### src/rtl/div_unit_pkg.sv
// Shared types for the sequential M-extension divider: operand bus, opcodes,
// functional-unit occupancy and divider FSM encoding, plus small operand helpers.
package div_unit_pkg;

    localparam int XLEN = 32;
    parameter int DIV_ITERATIONS = XLEN;

    typedef logic [XLEN-1:0] data_bus_t;

    typedef enum logic [1:0] {
        DIV_  = 2'b00,
        DIVU_ = 2'b01,
        REM_  = 2'b10,
        REMU_ = 2'b11
    } div_ops_e;

    typedef enum logic {
        FREE = 1'b0,
        BUSY = 1'b1
    } fu_state_e;

    typedef enum logic [1:0] {
        IDLE    = 2'b00,
        PREPARE = 2'b01,
        DIVIDE  = 2'b10,
        RESTORE = 2'b11
    } div_fsm_e;

    function automatic logic is_signed_op(input div_ops_e op);
        return (op == DIV_) || (op == REM_);
    endfunction

    function automatic logic is_rem_op(input div_ops_e op);
        return (op == REM_) || (op == REMU_);
    endfunction

    // Two's-complement magnitude; 0x80000000 maps to itself, read as unsigned.
    function automatic data_bus_t abs_val(input data_bus_t x, input logic neg_en);
        return (neg_en && x[XLEN-1]) ? (~x + 32'd1) : x;
    endfunction

endpackage

### src/rtl/div_unit_if.sv
// Request/response bundle between the issue stage and the divider.
interface div_unit_if;
    import div_unit_pkg::*;

    logic      valid_i;
    data_bus_t dividend_i;
    data_bus_t divisor_i;
    div_ops_e  operation_i;
    data_bus_t result_o;
    logic      valid_o;
    logic      div_by_zero_o;
    fu_state_e fu_state_o;

    modport master (
        output valid_i, dividend_i, divisor_i, operation_i,
        input  result_o, valid_o, div_by_zero_o, fu_state_o
    );

    modport slave (
        input  valid_i, dividend_i, divisor_i, operation_i,
        output result_o, valid_o, div_by_zero_o, fu_state_o
    );
endinterface

### src/rtl/div_unit.sv
// Radix-2 restoring 32-bit divider: one quotient bit per cycle, with a
// single-cycle fast path for divide-by-zero and signed overflow.
module div_unit
    import div_unit_pkg::*;
(
    input  logic       clk_i,
    input  logic       rst_n_i,
    input  logic       clear_i,
    div_unit_if.slave  bus
);

    localparam logic [1:0] S_IDLE    = IDLE;
    localparam logic [1:0] S_PREPARE = PREPARE;
    localparam logic [1:0] S_DIVIDE  = DIVIDE;
    localparam logic [1:0] S_RESTORE = RESTORE;

    logic [1:0]  state_r;
    logic [4:0]  cnt_r;
    logic [32:0] rem_r;
    data_bus_t   quo_r;
    data_bus_t   dividend_r;
    data_bus_t   divisor_r;
    div_ops_e    op_r;
    logic        q_neg_r;
    logic        r_neg_r;
    data_bus_t   result_r;
    logic        valid_r;
    logic        dbz_r;
    fu_state_e   fu_state_r;

    logic [32:0] shift_s;
    logic [33:0] diff_s;
    logic        zero_div_s;
    logic        ovf_s;
    data_bus_t   special_res_s;
    data_bus_t   final_res_s;

    // Trial subtraction; one extra bit so a 33-bit shifted remainder compares correctly against any divisor.
    always_comb begin
        shift_s = {rem_r[31:0], quo_r[XLEN-1]};
        diff_s  = {1'b0, shift_s} - {2'b00, divisor_r};
    end

    // Special-case detection and their architecturally fixed results.
    always_comb begin
        zero_div_s = (bus.divisor_i == 32'h0000_0000);
        ovf_s      = is_signed_op(bus.operation_i)
                     && (bus.dividend_i == 32'h8000_0000)
                     && (bus.divisor_i == 32'hFFFF_FFFF);
        if (zero_div_s) begin
            special_res_s = is_rem_op(bus.operation_i) ? bus.dividend_i : 32'hFFFF_FFFF;
        end else begin
            special_res_s = is_rem_op(bus.operation_i) ? 32'h0000_0000 : 32'h8000_0000;
        end
    end

    // Sign fix-up of the selected magnitude at the end of the iterations.
    always_comb begin
        if (is_rem_op(op_r)) begin
            final_res_s = r_neg_r ? (~rem_r[31:0] + 32'd1) : rem_r[31:0];
        end else begin
            final_res_s = q_neg_r ? (~quo_r + 32'd1) : quo_r;
        end
    end

    // Divider FSM, datapath registers and registered outputs.
    always_ff @(posedge clk_i or negedge rst_n_i) begin
        if (!rst_n_i) begin
            state_r    <= S_IDLE;
            cnt_r      <= 5'd0;
            rem_r      <= 33'd0;
            quo_r      <= 32'd0;
            dividend_r <= 32'd0;
            divisor_r  <= 32'd0;
            op_r       <= DIV_;
            q_neg_r    <= 1'b0;
            r_neg_r    <= 1'b0;
            result_r   <= 32'd0;
            valid_r    <= 1'b0;
            dbz_r      <= 1'b0;
            fu_state_r <= FREE;
        end else if (clear_i) begin
            state_r    <= S_IDLE;
            valid_r    <= 1'b0;
            dbz_r      <= 1'b0;
            fu_state_r <= FREE;
        end else begin
            valid_r <= 1'b0;
            dbz_r   <= 1'b0;
            case (state_r)
                S_IDLE: begin
                    if (bus.valid_i) begin
                        op_r       <= bus.operation_i;
                        dividend_r <= bus.dividend_i;
                        divisor_r  <= bus.divisor_i;
                        if (zero_div_s || ovf_s) begin
                            result_r <= special_res_s;
                            valid_r  <= 1'b1;
                            dbz_r    <= zero_div_s;
                        end else begin
                            state_r    <= S_PREPARE;
                            fu_state_r <= BUSY;
                        end
                    end
                end
                S_PREPARE: begin
                    quo_r     <= abs_val(dividend_r, is_signed_op(op_r));
                    divisor_r <= abs_val(divisor_r, is_signed_op(op_r));
                    rem_r     <= 33'd0;
                    cnt_r     <= 5'd0;
                    q_neg_r   <= is_signed_op(op_r) & (dividend_r[XLEN-1] ^ divisor_r[XLEN-1]);
                    r_neg_r   <= is_signed_op(op_r) & dividend_r[XLEN-1];
                    state_r   <= S_DIVIDE;
                end
                S_DIVIDE: begin
                    if (!diff_s[33]) begin
                        rem_r <= diff_s[32:0];
                        quo_r <= {quo_r[XLEN-2:0], 1'b1};
                    end else begin
                        rem_r <= shift_s;
                        quo_r <= {quo_r[XLEN-2:0], 1'b0};
                    end
                    cnt_r <= cnt_r + 5'd1;
                    if (cnt_r == 5'(DIV_ITERATIONS - 1)) begin
                        state_r <= S_RESTORE;
                    end
                end
                S_RESTORE: begin
                    result_r   <= final_res_s;
                    valid_r    <= 1'b1;
                    state_r    <= S_IDLE;
                    fu_state_r <= FREE;
                end
                default: begin
                    state_r    <= S_IDLE;
                    fu_state_r <= FREE;
                end
            endcase
        end
    end

    assign bus.result_o      = result_r;
    assign bus.valid_o       = valid_r;
    assign bus.div_by_zero_o = dbz_r;
    assign bus.fu_state_o    = fu_state_r;

endmodule
### src/flat_wrapper.sv
// flat-port wrapper written by rule: the top's interface ports become plain ports
module div_unit_flat import div_unit_pkg::*;
  (clk_i, rst_n_i, clear_i, bus_valid_i, bus_dividend_i, bus_divisor_i, bus_operation_i, bus_result_o, bus_valid_o, bus_div_by_zero_o, bus_fu_state_o);
  div_unit_if bus_i ();
  input  logic clk_i;
  input  logic rst_n_i;
  input  logic clear_i;
  input wire logic [$bits(bus_i.valid_i)-1:0] bus_valid_i;
  input wire logic [$bits(bus_i.dividend_i)-1:0] bus_dividend_i;
  input wire logic [$bits(bus_i.divisor_i)-1:0] bus_divisor_i;
  input wire logic [$bits(bus_i.operation_i)-1:0] bus_operation_i;
  output wire logic [$bits(bus_i.result_o)-1:0] bus_result_o;
  output wire logic [$bits(bus_i.valid_o)-1:0] bus_valid_o;
  output wire logic [$bits(bus_i.div_by_zero_o)-1:0] bus_div_by_zero_o;
  output wire logic [$bits(bus_i.fu_state_o)-1:0] bus_fu_state_o;
  assign bus_i.valid_i = bus_valid_i;
  assign bus_i.dividend_i = bus_dividend_i;
  assign bus_i.divisor_i = bus_divisor_i;
  assign bus_i.operation_i = bus_operation_i;
  assign bus_result_o = bus_i.result_o;
  assign bus_valid_o = bus_i.valid_o;
  assign bus_div_by_zero_o = bus_i.div_by_zero_o;
  assign bus_fu_state_o = bus_i.fu_state_o;
  div_unit u_core (.clk_i(clk_i), .rst_n_i(rst_n_i), .clear_i(clear_i), .bus(bus_i));
endmodule
### config.mk
export PLATFORM = sky130hd
export DESIGN_NAME = div_unit_flat
export DESIGN_NICKNAME = d
export VERILOG_FILES = /design/src/rtl/div_unit_pkg.sv /design/src/rtl/div_unit_if.sv /design/src/rtl/div_unit.sv /design/src/flat_wrapper.sv
export SDC_FILE = /design/constraint.sdc
export NUM_CORES = 1
export LEC_CHECK = 0
export CAP_MARGIN = 15
export CORE_MARGIN = 2
export CORE_UTILIZATION = 35
export DETAILED_ROUTE_END_ITERATION = 6
export PLACE_DENSITY = 0.5
export SYNTH_ARGS = -nofsm -noshare
export SYNTH_HDL_FRONTEND = slang
export SYNTH_SLANG_ARGS = --single-unit
### constraint.sdc
create_clock -name clk_i -period 4.1 [get_ports clk_i]
set_input_delay 0.615 -clock clk_i [delete_from_list [all_inputs] [get_ports clk_i]]
set_output_delay 0.615 -clock clk_i [all_outputs]
set_load 0.05 [all_outputs]
==> summary.md <==
| Metric | Value |
|---|---|
| Area grow syn2layout | `17.6%` |
| Postcts setup bufs | `0` |
| Antenna viol nets, final | `0` |
| Worst R2R Path Depth | `13` |
| CTS Buf Count | `17` |
| Starting DRT DRC Count | `643` |
| Post-CTS sizing | `0` |
| First-pass GRT wire length | `63400 um` |
| Critical Path Fanout Max | `21` |
| Overflow after GRT | `0` |
| Final Power | `9.95 mW` |
| Final hold vios | `0` |
| Pleak | `5.92 nW` |
| DR pass1 iterations | `5` |
| Layout cells sized above 1 | `7.62%` |
| Fin crit share | `84.6%` |
| Post-synthesis sequential area ratio | `35.5%` |
| Worst skew pair latency | `0.45 ns` |
| Antenna violations before repair | `0` |
| CTS clk-pin slew, worst paths | `0.07 ns` |
| Syn_nets | `1583` |
| WHS | `0.0991 ns` |
| DR vias/cell | `5.66` |
| Slowest-stage cell, CP | `dfrtp_1` |
| Outcome | `finished, final reports clean` |
| Delay of the slowest critical-path stage | `0.45 ns` |
| PortBufs | `104` |
| RSZ-0062 raised after global routing | `no` |
| Max IR drop VDD | `0.321 mV` |
| Met1 wire length | `19800 um` |
| Skew final | `0.0139 ns` |
| Overall routing resource usage | `22.5%` |
| Commonest non-fill, non-tap cells in the layout | `dfrtp_1 (174), nand2_1 (160), o21ai_0 (148)` |
| Avg Inst Size Synth | `8.35 um2` |
| Critical Path Start Type | `flop` |
| H-tree depth | `4` |
| Total routed wirelength | `40600 um` |
| Clock tree root driver cell | `clkbuf_16` |
| # DRC | `0` |
| Critical path class | `reg -> reg` |
| Crit-path cells | `inv_1, ha_1, nor2b_1, o31ai_1, buf_4, nand2_1, a21o_1, a31oi_1, o221ai_1, a21bo_2, buf_4, mux2i_1, a22o_1` |
| Pwr/cell area | `690 nW/um2` |
| Fin area | `14400 um2` |
| GPL Wtd Cong | `0.866` |
| # rows | `68` |
| WL/cell | `20.2 um` |
| Commonest non-fill, non-tap cell in the layout | `dfrtp_1` |
| Setup violators final | `0` |
| Top cell by count, worst path | `buf_4` |
| Final Max Tran Viols | `0` |
| Top Metal Used | `met4` |
| Vias | `11348` |
| CTS Hold Buffers Added | `0` |
| Number of distinct library cells after synthesis | `71` |
| Initial Util | `35.5%` |
| Num ports | `105` |
| Floorplan die width | `191 um` |
| Clock buffer depth | `2` |
| Maximum clock rate | `288 MHz` |
| Area after DPL | `13800 um2` |
| Setup TNS | `0 ns` |
| Met2 wire length | `18200 um` |
| Mapped Area | `12300 um2` |
| Least-Margin Pin Slew | `1.04 ns` |
| Clock sinks | `174` |
| Asr flop ratio synth | `100%` |
| Crit. End Element | `flop` |
| Number of synthesized flops with an enable pin | `0` |
| Dpl hpwl | `30400 um` |
| Worst Path Arrival | `3.80 ns` |
| Met3 routed WL | `1640 um` |
| #FFs+latches synth | `174` |
| Normalized max-slew margin | `30.5%` |
| CTS tree | `yes` |
| CP Data Required Time | `4.43 ns` |
| Synth Flop Type | `dfrtp_1` |
| Final Net Count | `1650` |
| Fin crit period | `3.47 ns` |
| Die height | `191 um` |
| Max_cap viols | `0` |
| # diodes | `0` |
| Fin util | `41.8%` |
| Synth warn | `0` |
| Largest net degree at the start of global routing | `84` |
| Die footprint | `36600 um2` |
| HP Class | `in -> async` |
| Syn Inst Count | `1469` |
| Area of the core | `34500 um2` |
| Number of global-route vias before repair | `10935` |
-- worst max-delay path: cells and delay by family (launching register included) --
family                     cells  cell delay (ns)
muxes                          1             0.16
DFF                            1             0.45
and+or+nand+nor                2             0.19
adders and majority gates      1             0.29
AOI/OAI and AO/OA              6             1.68
buffers and inverters          3             0.56
-- metrics by stage --
stage,std cells,setup WS (ns)
5_1_grt,2004,0.436
3_5_place_dp,1972,0.477
6_report,2004,0.633
3_3_place_gp,1972,0.516
2_1_floorplan,1469,1.21
4_1_cts,2004,0.623
-- where the power goes --
part           total [mW]  internal, mW  switching [mW]  leakage, nW
Sequential           3.30          2.36           0.939         2.19
Clock                1.78          1.02           0.762        0.305
Combinational        4.87          1.95            2.92         3.43
Total                9.95          5.32            4.63         5.92
-- synthesized netlist by cell type, drive strengths merged, types with 39 or more instances --
library cell,instances,area (um2)
dfrtp,174,4350
nor2,117,439
o31ai,42,325
inv,57,214
o22ai,39,244
ha,43,538
o21ai,150,751
nand2,161,607
clkbuf,69,259
xor2,40,350
xnor2,69,604
a21oi,120,601
-- sequential cells by signal, summed over array words and instances (netlist names) --
register                  cells
u_core.quo_r                 32
u_core.bus.valid_o            1
u_core.bus.div_by_zero_o      1
u_core.divisor_r             32
u_core.q_neg_r                1
u_core.dividend_r            32
u_core.state_r                2
u_core.r_neg_r                1
u_core.cnt_r                  5
u_core.bus.fu_state_o         1
u_core.rem_r                 32
u_core.bus.result_o          32
u_core.op_r                   2
-- per-layer routing --
metal  up-vias  global-route usage [%]
li1       5502                       -
met1      5554                    32.4
met2       253                    34.9
met3        39                    3.36
met4         0                    6.27
met5         -                       0
-- final timing paths --
check	to	slack (ns)	from
setup / recovery	u_core.rem_r[1]$_DFFE_PN0P_	0.63	u_core.divisor_r[1]$_DFFE_PN0P_
hold / removal	u_core.bus.result_o[11]$_DFFE_PN0P_	0.1	rst_n_i
setup reg to reg	u_core.rem_r[1]$_DFFE_PN0P_	0.63	u_core.divisor_r[1]$_DFFE_PN0P_
hold reg to reg	u_core.cnt_r[4]$_DFFE_PN0P_	0.49	u_core.cnt_r[4]$_DFFE_PN0P_
max in group asynchronous	u_core.bus.result_o[28]$_DFFE_PN0P_	2.98	rst_n_i
min in group clk_i	u_core.cnt_r[4]$_DFFE_PN0P_	0.49	u_core.cnt_r[4]$_DFFE_PN0P_
-- cell families (layout without fill, tap and decap cells) --
kind of cell / Yosys count / count (layout) / share of synthesized area, %
simple gates: 455 / 455 / 17.9
fa+ha+maj: 44 / 44 / 4.55
mux: 65 / 65 / 5.66
compound gates: 483 / 483 / 24.3
xor+xnor: 109 / 109 / 7.78
buf+inv: 139 / 219 / 4.31
flops: 174 / 174 / 35.5
-- final cells by class --
type | count | area (um2)
multi-input combinational | 1156 | 7390
tap | 455 | 569
timing repair buffer | 130 | 1270
clock inverter | 11 | 151
inverter | 57 | 214
sequential | 174 | 4350
clock buffer | 21 | 470
fill | 3524 | 20100
(Power assumes the default switching activity.)
